`config.mk`:
```
export PLATFORM = sky130hd
export DESIGN_NAME = collision_pair_scheduler
export DESIGN_NICKNAME = d
export VERILOG_FILES = /design/src/rtl/collision_pair_scheduler.sv
export SDC_FILE = /design/constraint.sdc
export NUM_CORES = 1
export LEC_CHECK = 0
export CAP_MARGIN = 20
export CORE_AREA = 2 2 234 236
export CTS_BUF_LIST = sky130_fd_sc_hd__clkbuf_4
export CTS_CLUSTER_SIZE = 28
export DETAILED_ROUTE_END_ITERATION = 7
export DIE_AREA = 0 0 236 238
export HOLD_SLACK_MARGIN = 0.05
export SLEW_MARGIN = 15
export SYNTH_ARGS = -nofsm -noshare
export SYNTH_HDL_FRONTEND = slang
export SYNTH_SLANG_ARGS = --single-unit
```
`constraint.sdc`:
```
create_clock -name Clk -period 2.8 [get_ports Clk]
set_input_delay 0.28 -clock Clk [delete_from_list [all_inputs] [get_ports Clk]]
set_output_delay 0.28 -clock Clk [all_outputs]
set_load 0.01 [all_outputs]
```
`src/rtl/collision_pair_scheduler.sv`:
```
`default_nettype none
// +--------------------------------------------------------------------------+
// | collision_pair_scheduler                                                 |
// | Sweeps all unordered body pairs and streams the colliding (i,j) pairs.   |
// | Rev 1.0                                                                  |
// +--------------------------------------------------------------------------+
module collision_pair_scheduler #(
   parameter int N_BODIES = 8,
   parameter int IDX_W    = 3,
   parameter int COUNT_W  = 8
) (
   input  logic                Clk,
   input  logic                reset_n,
   input  logic                start,
   input  logic [N_BODIES-1:0] active_mask,
   output logic                busy,
   output logic                done,
   output logic [IDX_W-1:0]    body_rd_addr,
   input  logic [191:0]        body_rd_data,
   output logic [191:0]        bodyA,
   output logic [191:0]        bodyB,
   input  logic                is_collision,
   output logic                pair_valid,
   input  logic                pair_ready,
   output logic [IDX_W-1:0]    pair_i,
   output logic [IDX_W-1:0]    pair_j,
   output logic [COUNT_W-1:0]  pair_count
);

   localparam logic [3:0] c_S_IDLE  = 4'd0;
   localparam logic [3:0] c_S_RD_A  = 4'd1;
   localparam logic [3:0] c_S_CAP_A = 4'd2;
   localparam logic [3:0] c_S_RD_B  = 4'd3;
   localparam logic [3:0] c_S_CAP_B = 4'd4;
   localparam logic [3:0] c_S_EVAL  = 4'd5;
   localparam logic [3:0] c_S_EMIT  = 4'd6;
   localparam logic [3:0] c_S_NEXT  = 4'd7;
   localparam logic [3:0] c_S_DONE  = 4'd8;

   localparam logic [IDX_W-1:0] c_LAST_I = IDX_W'(N_BODIES - 2);
   localparam logic [IDX_W-1:0] c_LAST_J = IDX_W'(N_BODIES - 1);

   logic [3:0]          r_state;
   logic [IDX_W-1:0]    r_i;
   logic [IDX_W-1:0]    r_j;
   logic [N_BODIES-1:0] r_mask;
   logic [191:0]        r_body_a;
   logic [191:0]        r_body_b;
   logic [IDX_W-1:0]    r_pair_i;
   logic [IDX_W-1:0]    r_pair_j;
   logic [COUNT_W-1:0]  r_count;
   logic [IDX_W-1:0]    w_rd_addr;

   // Address is only driven for bodies that will actually be read.
   always_comb begin
      w_rd_addr = '0;
      if (r_state == c_S_RD_A && r_mask[r_i]) begin
         w_rd_addr = r_i;
      end else if (r_state == c_S_RD_B && r_mask[r_j]) begin
         w_rd_addr = r_j;
      end
   end

   always_ff @(posedge Clk) begin
      if (!reset_n) begin
         r_state  <= c_S_IDLE;
         r_i      <= '0;
         r_j      <= '0;
         r_mask   <= '0;
         r_body_a <= '0;
         r_body_b <= '0;
         r_pair_i <= '0;
         r_pair_j <= '0;
         r_count  <= '0;
      end else begin
         case (r_state)
            c_S_IDLE: begin
               if (start) begin
                  r_i     <= '0;
                  r_j     <= IDX_W'(1);
                  r_mask  <= active_mask;
                  r_count <= '0;
                  r_state <= c_S_RD_A;
               end
            end
            c_S_RD_A: begin
               if (!r_mask[r_i]) begin
                  if (r_i == c_LAST_I) begin
                     r_state <= c_S_DONE;
                  end else begin
                     r_i <= r_i + IDX_W'(1);
                     r_j <= r_i + IDX_W'(2);
                  end
               end else begin
                  r_state <= c_S_CAP_A;
               end
            end
            c_S_CAP_A: begin
               r_body_a <= body_rd_data;
               r_state  <= c_S_RD_B;
            end
            c_S_RD_B: begin
               r_state <= r_mask[r_j] ? c_S_CAP_B : c_S_NEXT;
            end
            c_S_CAP_B: begin
               r_body_b <= body_rd_data;
               r_state  <= c_S_EVAL;
            end
            c_S_EVAL: begin
               // Both records have been stable a full cycle, so the detector has settled.
               if (is_collision) begin
                  if (r_count != '1) begin
                     r_count <= r_count + COUNT_W'(1);
                  end
                  r_pair_i <= r_i;
                  r_pair_j <= r_j;
                  r_state  <= c_S_EMIT;
               end else begin
                  r_state <= c_S_NEXT;
               end
            end
            c_S_EMIT: begin
               if (pair_ready) begin
                  r_state <= c_S_NEXT;
               end
            end
            c_S_NEXT: begin
               if (r_j < c_LAST_J) begin
                  r_j     <= r_j + IDX_W'(1);
                  r_state <= c_S_RD_B;
               end else if (r_i < c_LAST_I) begin
                  r_i     <= r_i + IDX_W'(1);
                  r_j     <= r_i + IDX_W'(2);
                  r_state <= c_S_RD_A;
               end else begin
                  r_state <= c_S_DONE;
               end
            end
            c_S_DONE: begin
               r_state <= c_S_IDLE;
            end
            default: begin
               r_state <= c_S_IDLE;
            end
         endcase
      end
   end

   assign busy         = (r_state != c_S_IDLE);
   assign done         = (r_state == c_S_DONE);
   assign pair_valid   = (r_state == c_S_EMIT);
   assign body_rd_addr = w_rd_addr;
   assign bodyA        = r_body_a;
   assign bodyB        = r_body_b;
   assign pair_i       = r_pair_i;
   assign pair_j       = r_pair_j;
   assign pair_count   = r_count;

endmodule
`default_nettype wire

```
* Word-level counts from Yosys, hierarchy flattened
Index checks and enable logic that the tools add are counted.
** Storage, ports and cells
- Bits of input ports :: 205
- Flip-flop bits (word level) :: 416
- Logic and storage cells :: 80
- Output and inout bits :: 404
** Cells by class
- Reduce and logical (&&, ||, !) cells :: 12
- Multiplexer cells :: 31
- Eq/ne operators :: 20
- Magnitude comparators :: 4
- $add $sub $neg :: 4
** Operators by type and width (number)
- $mux 3 :: 12
- $pmux 4 s8 :: 1
- $mux 4 :: 6
- $mux 8 :: 3
- $pmux 3 s3 :: 2
- $eq 4x3->1 const B :: 4
- $pmux 8 s2 :: 1
- $ne 2x2->1 const B :: 7
- $add 8x1->8 const B :: 1
- $eq 4x2->1 const B :: 2
- $lt 3x4->1 const B :: 2
- $ne 8x8->1 const B :: 1
- $add 3x1->3 const B :: 2
- $bmux 1 s3 :: 2
- $lt 3x3->1 const B :: 2
- $reduce_and 6->1 :: 1
- $reduce_and 5->1 :: 1
- $eq 4x1->1 const B :: 1
- $eq 4x4->1 const B :: 1
- $logic_not 4->1 :: 1
- $reduce_and 2->1 :: 2
- $reduce_and 4->1 :: 1
- $reduce_bool 4->1 :: 1
- $add 3x2->3 const B :: 1
- other kinds (10) :: 13

* Depth between registers and ports, before layout
Gate-level depths: netlist (run 1).
- Depth after elaboration :: 5
- Gate-level depth with buffers :: 8

* Worst setup path after synthesis (run 1)
OpenSTA, ideal clock, no wires.
- Path type :: flip-flop to output port
- Start point :: register r_i[1]
- End point :: output body_rd_addr[0]
- Stages on the path, launching flop included :: 7
- Buffers on the path :: 1
- Data arrival time :: 1.534 ns
- Path slack :: 0.986 ns
- Path through :: dfxtp_1 buf_6 mux2i_1 and3_4 nor4_2 nand2_1 o21ai_0
** On the way
- Cells in the longest elaborated chain, start to end :: 4
** RTL lines
- start, declared :: RTL line 44 : logic [IDX_W-1:0] r_i;
- start signal, assigned :: RTL line 91 : r_i <= r_i + IDX_W'(1);
- start signal, assigned :: RTL line 132 : r_i <= r_i + IDX_W'(1);
- $bmux 1 s3 :: RTL line 57 : if (r_state == c_S_RD_A && r_mask[r_i]) begin
- $mux 1 (not written as such) :: RTL line 57
- $logic_and 1x1->1 :: RTL line 57
- $mux 3 :: RTL line 57
- end, declared :: RTL line 18 : output logic [IDX_W-1:0] body_rd_addr,
No other way between the ends. The select of a mux whose other input is x is not followed.

* Final worst setup path (run 1)
- Start point :: register r_i[1]
- End point :: output body_rd_addr[2]
Same word-level chain as after synthesis.

==> results of run 1 <==
flip-flops by register name, summed over array words and instances (netlist names):
name	count
pair_i	3
r_j	3
r_i	3
pair_j	3
r_state	4
bodyB	192
r_mask	8
pair_count	8
bodyA	192
through the flow:
stage,power [mW],hold slack [ns]
2_1_floorplan,9.494,0.4160
3_3_place_gp,11.94,0.4419
3_5_place_dp,12.01,0.4455
4_1_cts,17.85,0.05546
5_1_grt,18.65,0.06909
6_report,17.68,0.1704
tightest hold or removal path, cell delays in order:
cell	delay, ns
clkdlybuf4s50_1	0.49
nand2_1	0.09
a21oi_1	0.05
timing repair:
item | in CTS | in global routing
setup buffers | 9 | 1
cloned | 0 | 0
pin swaps | 6 | 3
setup endpoints to repair | 5 | 4
hold endpoints to repair | 387 | 0
hold buffers | 199 | 0
gates resized for setup | 33 | 3
placed cells by master, fill, tap and decap left out, types with 5 or more instances in the layout:
| cell | instances |
|---|---|
| xor2_1 | 7 |
| nor2_1 | 23 |
| dfxtp_1 | 411 |
| a21oi_1 | 393 |
| clkinv_1 | 21 |
| clkdlybuf4s50_1 | 604 |
| o211ai_1 | 5 |
| nand2_1 | 791 |
| buf_12 | 14 |
| clkinv_2 | 8 |
| o21ai_0 | 6 |
| nand3_1 | 11 |
| buf_4 | 36 |
| dlygate4sd3_1 | 199 |
| clkbuf_4 | 163 |
| mux2i_1 | 23 |
| and3_1 | 5 |
routing by layer:
metal  part of all wire  GRT usage  wire (um)
met5                  0          0          0
met4              0.038    0.08956       2278
met2               0.50     0.3465      29650
met1               0.39     0.2306      23340
met3              0.066    0.05379       3910
cell type report:
cell class              instances  area, um2
repair buffers                859       8641
inverters                       5      26.28
diodes                          4      10.01
flip-flops and latches        416       8342
well taps                     696      870.8
multi-input cells            1325       6093
clock buffers                 163       1224
fillers                      5186      28090
clock inverters                35      193.9
kinds of logic after synthesis:
kind of cell / after synthesis
compound gates: 428
xor+xnor: 7
fa+ha+maj: 4
buf+inv: 146
flops: 416
mux: 25
simple gates: 861
how the worst max path moves through the flow:
stage | endpoint | slack, ns | depth (start not counted)
CTS | body_rd_addr[2] | -0.01 | 6
detailed placement | body_rd_addr[0] | 0.25 | 7
finish | body_rd_addr[2] | 0.05 | 6
floorplan | body_rd_addr[0] | 0.99 | 6
global route | body_rd_addr[2] | -0.1 | 7
global placement | body_rd_addr[0] | 0.21 | 7
power groups by stage:
stage | clock (mW) | combinational, mW | sequential (mW)
2_1_floorplan | 0 | 2.18 | 7.31
3_3_place_gp | 0 | 4.84 | 7.10
3_5_place_dp | 0 | 4.88 | 7.14
4_1_cts | 5.57 | 5.26 | 7.02
5_1_grt | 5.89 | 5.66 | 7.10
6_report | 5.39 | 5.26 | 7.02
==> reports/results.tsv, run 1 <==
metric	value	unit
largest family of logic cells by synthesized area	simple AND/OR/NAND/NOR gates	
syn nets	2096	
ANT nets after route	0	
Setup crit start kind	flop	
Pwr Density	696.0	nW/um2
CTS root buf	clkbuf_4	
CP top delay family	compound AO/OA/AOI/OAI gates	
Worst-Margin Slew	1.095	ns
DRC viols	0	
Area Overhead vs Synth	69.78	%
largest cells by area after synthesis	dfxtp_1 56%, nand2_1 20%, a21oi_1 13%, clkbuf_1 2.0%, buf_2 1.8%	
Port Buffer Count	608	
Crit path required time	2.52	ns
Pint	11.83	mW
crit path buf inv count	3	
CP cell instances	buf_6, a2111oi_4, nor4_4, buf_4, a32o_2, buf_6	
status	completed	
per-cell routed wire length	16.89	um
area of the die	56170	um2
Async SR Flop Fraction	0	
Setup WS pre-CTS	0.2536	ns
# H-tree levels	3	
xor and xnor area share after synthesis	0.004098	
Final Setup Violations	0	
number of flops mapped to enable cells by yosys	0	
DR pass1 iterations	6	
leakage	8.930	nW
nets@finish	2928	
vias	16138	
Setup TNS	0	ns
initial antenna violation count	2	
Synth top area share	0.5567	
Worst Clk Skew	0.07151	ns
critical path arrival	2.47	ns
RD Place Congestion	0.8977	
critical path peak fanout	5	
worst hold path cell count	3	
site row count	85	
Core Box Area	53500	um2
Post-synth top cells	792 x nand2_1, 416 x dfxtp_1, 393 x a21oi_1, 80 x clkbuf_1, 55 x buf_2	
final instance area	25400	um2
Crit-path slowest cell	a2111oi_4	
share of the yosys chip area belonging to registers	0.5567	
CTS tree	done	
chip width	236	um
HP Start	body_rd_data[184]	
Tot GR Track Use	0.1999	
post-synth cell types	53	
Worst R2R Setup Slack	0.58	ns
slew margin rel.	0.2702	
worst hold path class	in2reg	
Main synth FF type	dfxtp_1	
Psw	5.847	mW
final wirelength	59.18	mm
placed insts	3092	
Max Clk Rate	364.0	MHz
initial detailed-routing violation count	991	
CTS buffer count	112	
power share of the sequential group	0.397	
Compound-Gate Fraction of Synth Area	0.1505	
placed cell areas	21840	um2
Setup CP Type	reg2out	
final core occ	0.4748	
most frequent CP cell	buf_6	
Overflow after GRT	0	
RSZ-0062 raised after global routing	true	
cell area after synthesis	14960	um2
Syn Inst Count	1887	
top-count cell post-synth	nand2_1	
Worst Reg2Reg Path Length in Cells	5	
final std cells w/o fill	3503	
final hold vios	0	
VDD IR max	359.7	uV
initial core utilization	0.2797	
CTS Sinks	416	
Max Cap Violations	0	
vias per cell	4.607	
Synth Area in Simple Gates	0.2250	
worst hold endpoint	bodyB[184]	
# IOs	609	
Final period util	0.9813	
fin worst setup slack	0.05249	ns
largest net degree at the start of global routing	104	
die span in y	238	um
clock buffer depth	3	
vias in the first global route	15800	
combinational share of power	0.298	
post-synthesis adder-cell area fraction	0.003345	
CP endpoint kind	primary output	
clock share of power	0.305	
r2r startpoint	r_state[3]	
synthesized area per cell	7.928	um2
clock slew at reported path FFs	0.07	ns
DPL Wire Length	40.59	mm
Critical Path Max Stage Delay	0.45	ns
fin crit period	2.748	ns
Yosys top cell by area	dfxtp_1	
YS warnings	0	
Seq cells post-synth	416	
first-pass GRT wire length	89.27	mm
crit path from	r_i[1]	
Clock Latency Late Sink	0.86	ns
Switching Fraction	0.3308	
final slew viol count	0	
mux contribution to synthesized area	0.01840	
r2r endpoint	bodyB[188]	
share of layout cells above drive strength 1	0.09276	
No activity file was read; power rests on OpenSTA's default activity.
==> run 2: changes to the inputs <==
==> constraint.sdc (replaced) <==
create_clock -name Clk -period 2.8 [get_ports Clk]
set_input_delay 0.42 -clock Clk [delete_from_list [all_inputs] [get_ports Clk]]
set_output_delay 0.42 -clock Clk [all_outputs]
set_load 0.01 [all_outputs]
==> run 2 against run 1 <==
Net effect:
- cell count is 3.8% lower
- worst hold slack gained 0.0071 ns
- setup slack worse by 0.0063 ns
- power shrank 0.74%
- largest power group unchanged
- via count is 4.0% lower
- sequential share of layout area grew 1.8 points
- die area unchanged
- maximum frequency down 0.23%
- combinational power down 3%
- register-to-register slack better by 0.22 ns
==> reports/results.tsv, run 2 (synthesized netlist as in run 1, its figures left out) <==
metric	value	unit	change
CTS tree	done		
leakage	8.383	nW	-6.1%
Crit path required time	2.38	ns	-0.14 ns
Overflow after GRT	0		unchanged
final wirelength	57.71	mm	-2.5%
DRC viols	0		unchanged
Clock Latency Late Sink	0.84	ns	-0.02 ns
vias	15490		-4.0%
area of the die	56170	um2	unchanged
initial detailed-routing violation count	758		-24%
crit path buf inv count	1		-2
power share of the sequential group	0.399		+0.002
Crit-path slowest cell	dfxtp_4		
filler cell count	5204		+0.35%
DPL Wire Length	40.62	mm	about the same
DR pass1 iterations	5		-1
# IOs	609		unchanged
VDD IR max	373.9	uV	+3.9%
share of layout cells above drive strength 1	0.09752		+0.004767
Worst Clk Skew	0.04512	ns	-0.02639 ns
CTS root buf	clkbuf_4		
critical path arrival	2.33	ns	-0.14 ns
slew margin rel.	0.6169		+0.3467
initial antenna violation count	7		+5
final slew viol count	0		unchanged
commonest non-fill, non-tap cell in the layout	nand2_1		
Core Box Area	53500	um2	unchanged
Worst-Margin Slew	0.5747	ns	-0.5200 ns
chip width	236	um	unchanged
clock buffer depth	3		unchanged
CP endpoint kind	primary output		
ANT nets after route	0		unchanged
vias per cell	4.596		-0.23%
Setup crit start kind	flop		
RD Place Congestion	0.8600		-4.2%
Worst R2R Setup Slack	0.80	ns	+0.22 ns
first-pass GRT wire length	86.49	mm	-3.1%
die span in y	238	um	unchanged
status	completed		
hold slack	0.1775	ns	+0.007102 ns
Tot GR Track Use	0.1954		-0.004446
Max Clk Rate	363.1	MHz	-0.23%
clock share of power	0.310		+0.005
Final Setup Violations	0		unchanged
Setup TNS	0	ns	unchanged
RSZ-0062 raised after global routing	true		
Psw	5.757	mW	-1.5%
Switching Fraction	0.3281		-0.002660
Design Power	17.55	mW	-0.74%
Area Overhead vs Synth	60.99	%	
vias in the first global route	15106		-4.4%
Final period util	0.9835		+0.002258
Setup CP Type	reg2out		
combinational share of power	0.292		-0.006
highest-count cells in the layout ignoring fill and taps	791 x nand2_1, 603 x clkdlybuf4s50_1, 411 x dfxtp_1, 393 x a21oi_1, 160 x clkbuf_4		
Port Buffer Count	608		unchanged
nets@finish	2785		-4.9%
CTS Sinks	416		unchanged
CP cell instances	mux2i_1, and3_4, nor4_2, nand2_1, o21ai_2, clkdlybuf4s15_2		
Critical Path Max Stage Delay	0.43	ns	-0.02 ns
# H-tree levels	3		unchanged
site row count	85		unchanged
CTS buffer count	113		+0.89%
initial core utilization	0.2797		unchanged
Pint	11.79	mW	-0.35%
clock slew at reported path FFs	0.07	ns	about the same
worst hold path class	in2reg		
CP top delay family	simple AND/OR/NAND/NOR gates		
critical path peak fanout	7		+2
largest net degree at the start of global routing	99		-4.8%
Pwr Density	728.5	nW/um2	+4.7%
fin crit period	2.754	ns	+0.006322 ns
Max Cap Violations	0		unchanged
per-cell routed wire length	17.12	um	+1.4%
final hold vios	0		unchanged
==> run 2: changes by cell type in the layout (fill, tap and decap cells not counted), moves of 3 or more <==
cell / previous run / this run
diode_2: 4 / 8
buf_12: 14 / 21
clkbuf_4: 163 / 160
dlygate4sd3_1: 199 / 52
buf_4: 36 / 32
clkinv_1: 21 / 31
==> run 2: final timing paths <==
| kind | startpoint | to | depth (start not counted) |
|---|---|---|---|
| setup reg to reg | r_state[0] | pair_count[3] | 7 |
| hold reg to reg | bodyA[11] | bodyA[11] | 2 |
| hold / removal | body_rd_data[140] | bodyB[140] | 3 |
| setup / recovery | r_i[1] | body_rd_addr[0] | 6 |
==> run 2: power by group through the flow <==
stage                     combinational, mW  sequential [mW]  clock [mW]
after global placement                 4.92             7.07           0
final                                  5.12             6.99        5.44
after CTS                              5.13             6.99        5.65
after floorplan                        2.18             7.31           0
after detailed placement               4.97             7.11           0
after global routing                   5.52             7.07        5.97
==> run 2: per-stage QoR <==
step | util | cells | instance area, um2 | worst slack [ns]
after CTS | 0.4493 | 3360 | 24040 | -0.07573
after detailed placement | 0.4105 | 3097 | 21960 | 0.2750
final | 0.4502 | 3370 | 24090 | 0.04617
after global placement | 0.4105 | 3097 | 21960 | 0.2081
after floorplan | - | 1887 | 14960 | 0.8457
after global routing | 0.4502 | 3369 | 24080 | -0.1372
==> run 2: what timing repair did <==
action | 4_1_cts | 5_1_grt
pin swaps | 6 | 0
gates resized for setup | 31 | 4
hold buffers | 52 | 0
setup endpoints to repair | 5 | 4
setup buffers | 6 | 2
endpoints found under the hold margin | 76 | 0
==> run 2: worst register-to-register path: cells and delay by family (launching register included) <==
family          cells  cell delay [ns]
compound gates      1             0.22
buf+inv             2             0.43
flops               1             0.47
simple gates        4             0.75
==> run 2: metal layers <==
metal / GRT usage / vias to the layer above / share of wire
li1: - / 7613 / -
met1: 0.2194 / 7187 / 0.39
met2: 0.3379 / 551 / 0.51
met3: 0.05229 / 139 / 0.064
met4: 0.1062 / 0 / 0.042
met5: 0 / - / 0
==> run 2: cell type report <==
| type | instances | area (um2) | share of cell area |
|---|---|---|---|
| flip-flops and latches | 416 | 8339 | 0.3462 |
| multi-input cells | 1325 | 6092 | 0.2529 |
| inverters | 5 | 26.28 | 0.001091 |
| clock inverters | 45 | 247.7 | 0.01029 |
| diodes | 8 | 20.02 | 0.0008312 |
| well taps | 696 | 870.8 | 0.03616 |
| clock buffers | 160 | 1201 | 0.04987 |
| repair buffers | 715 | 7288 | 0.3026 |
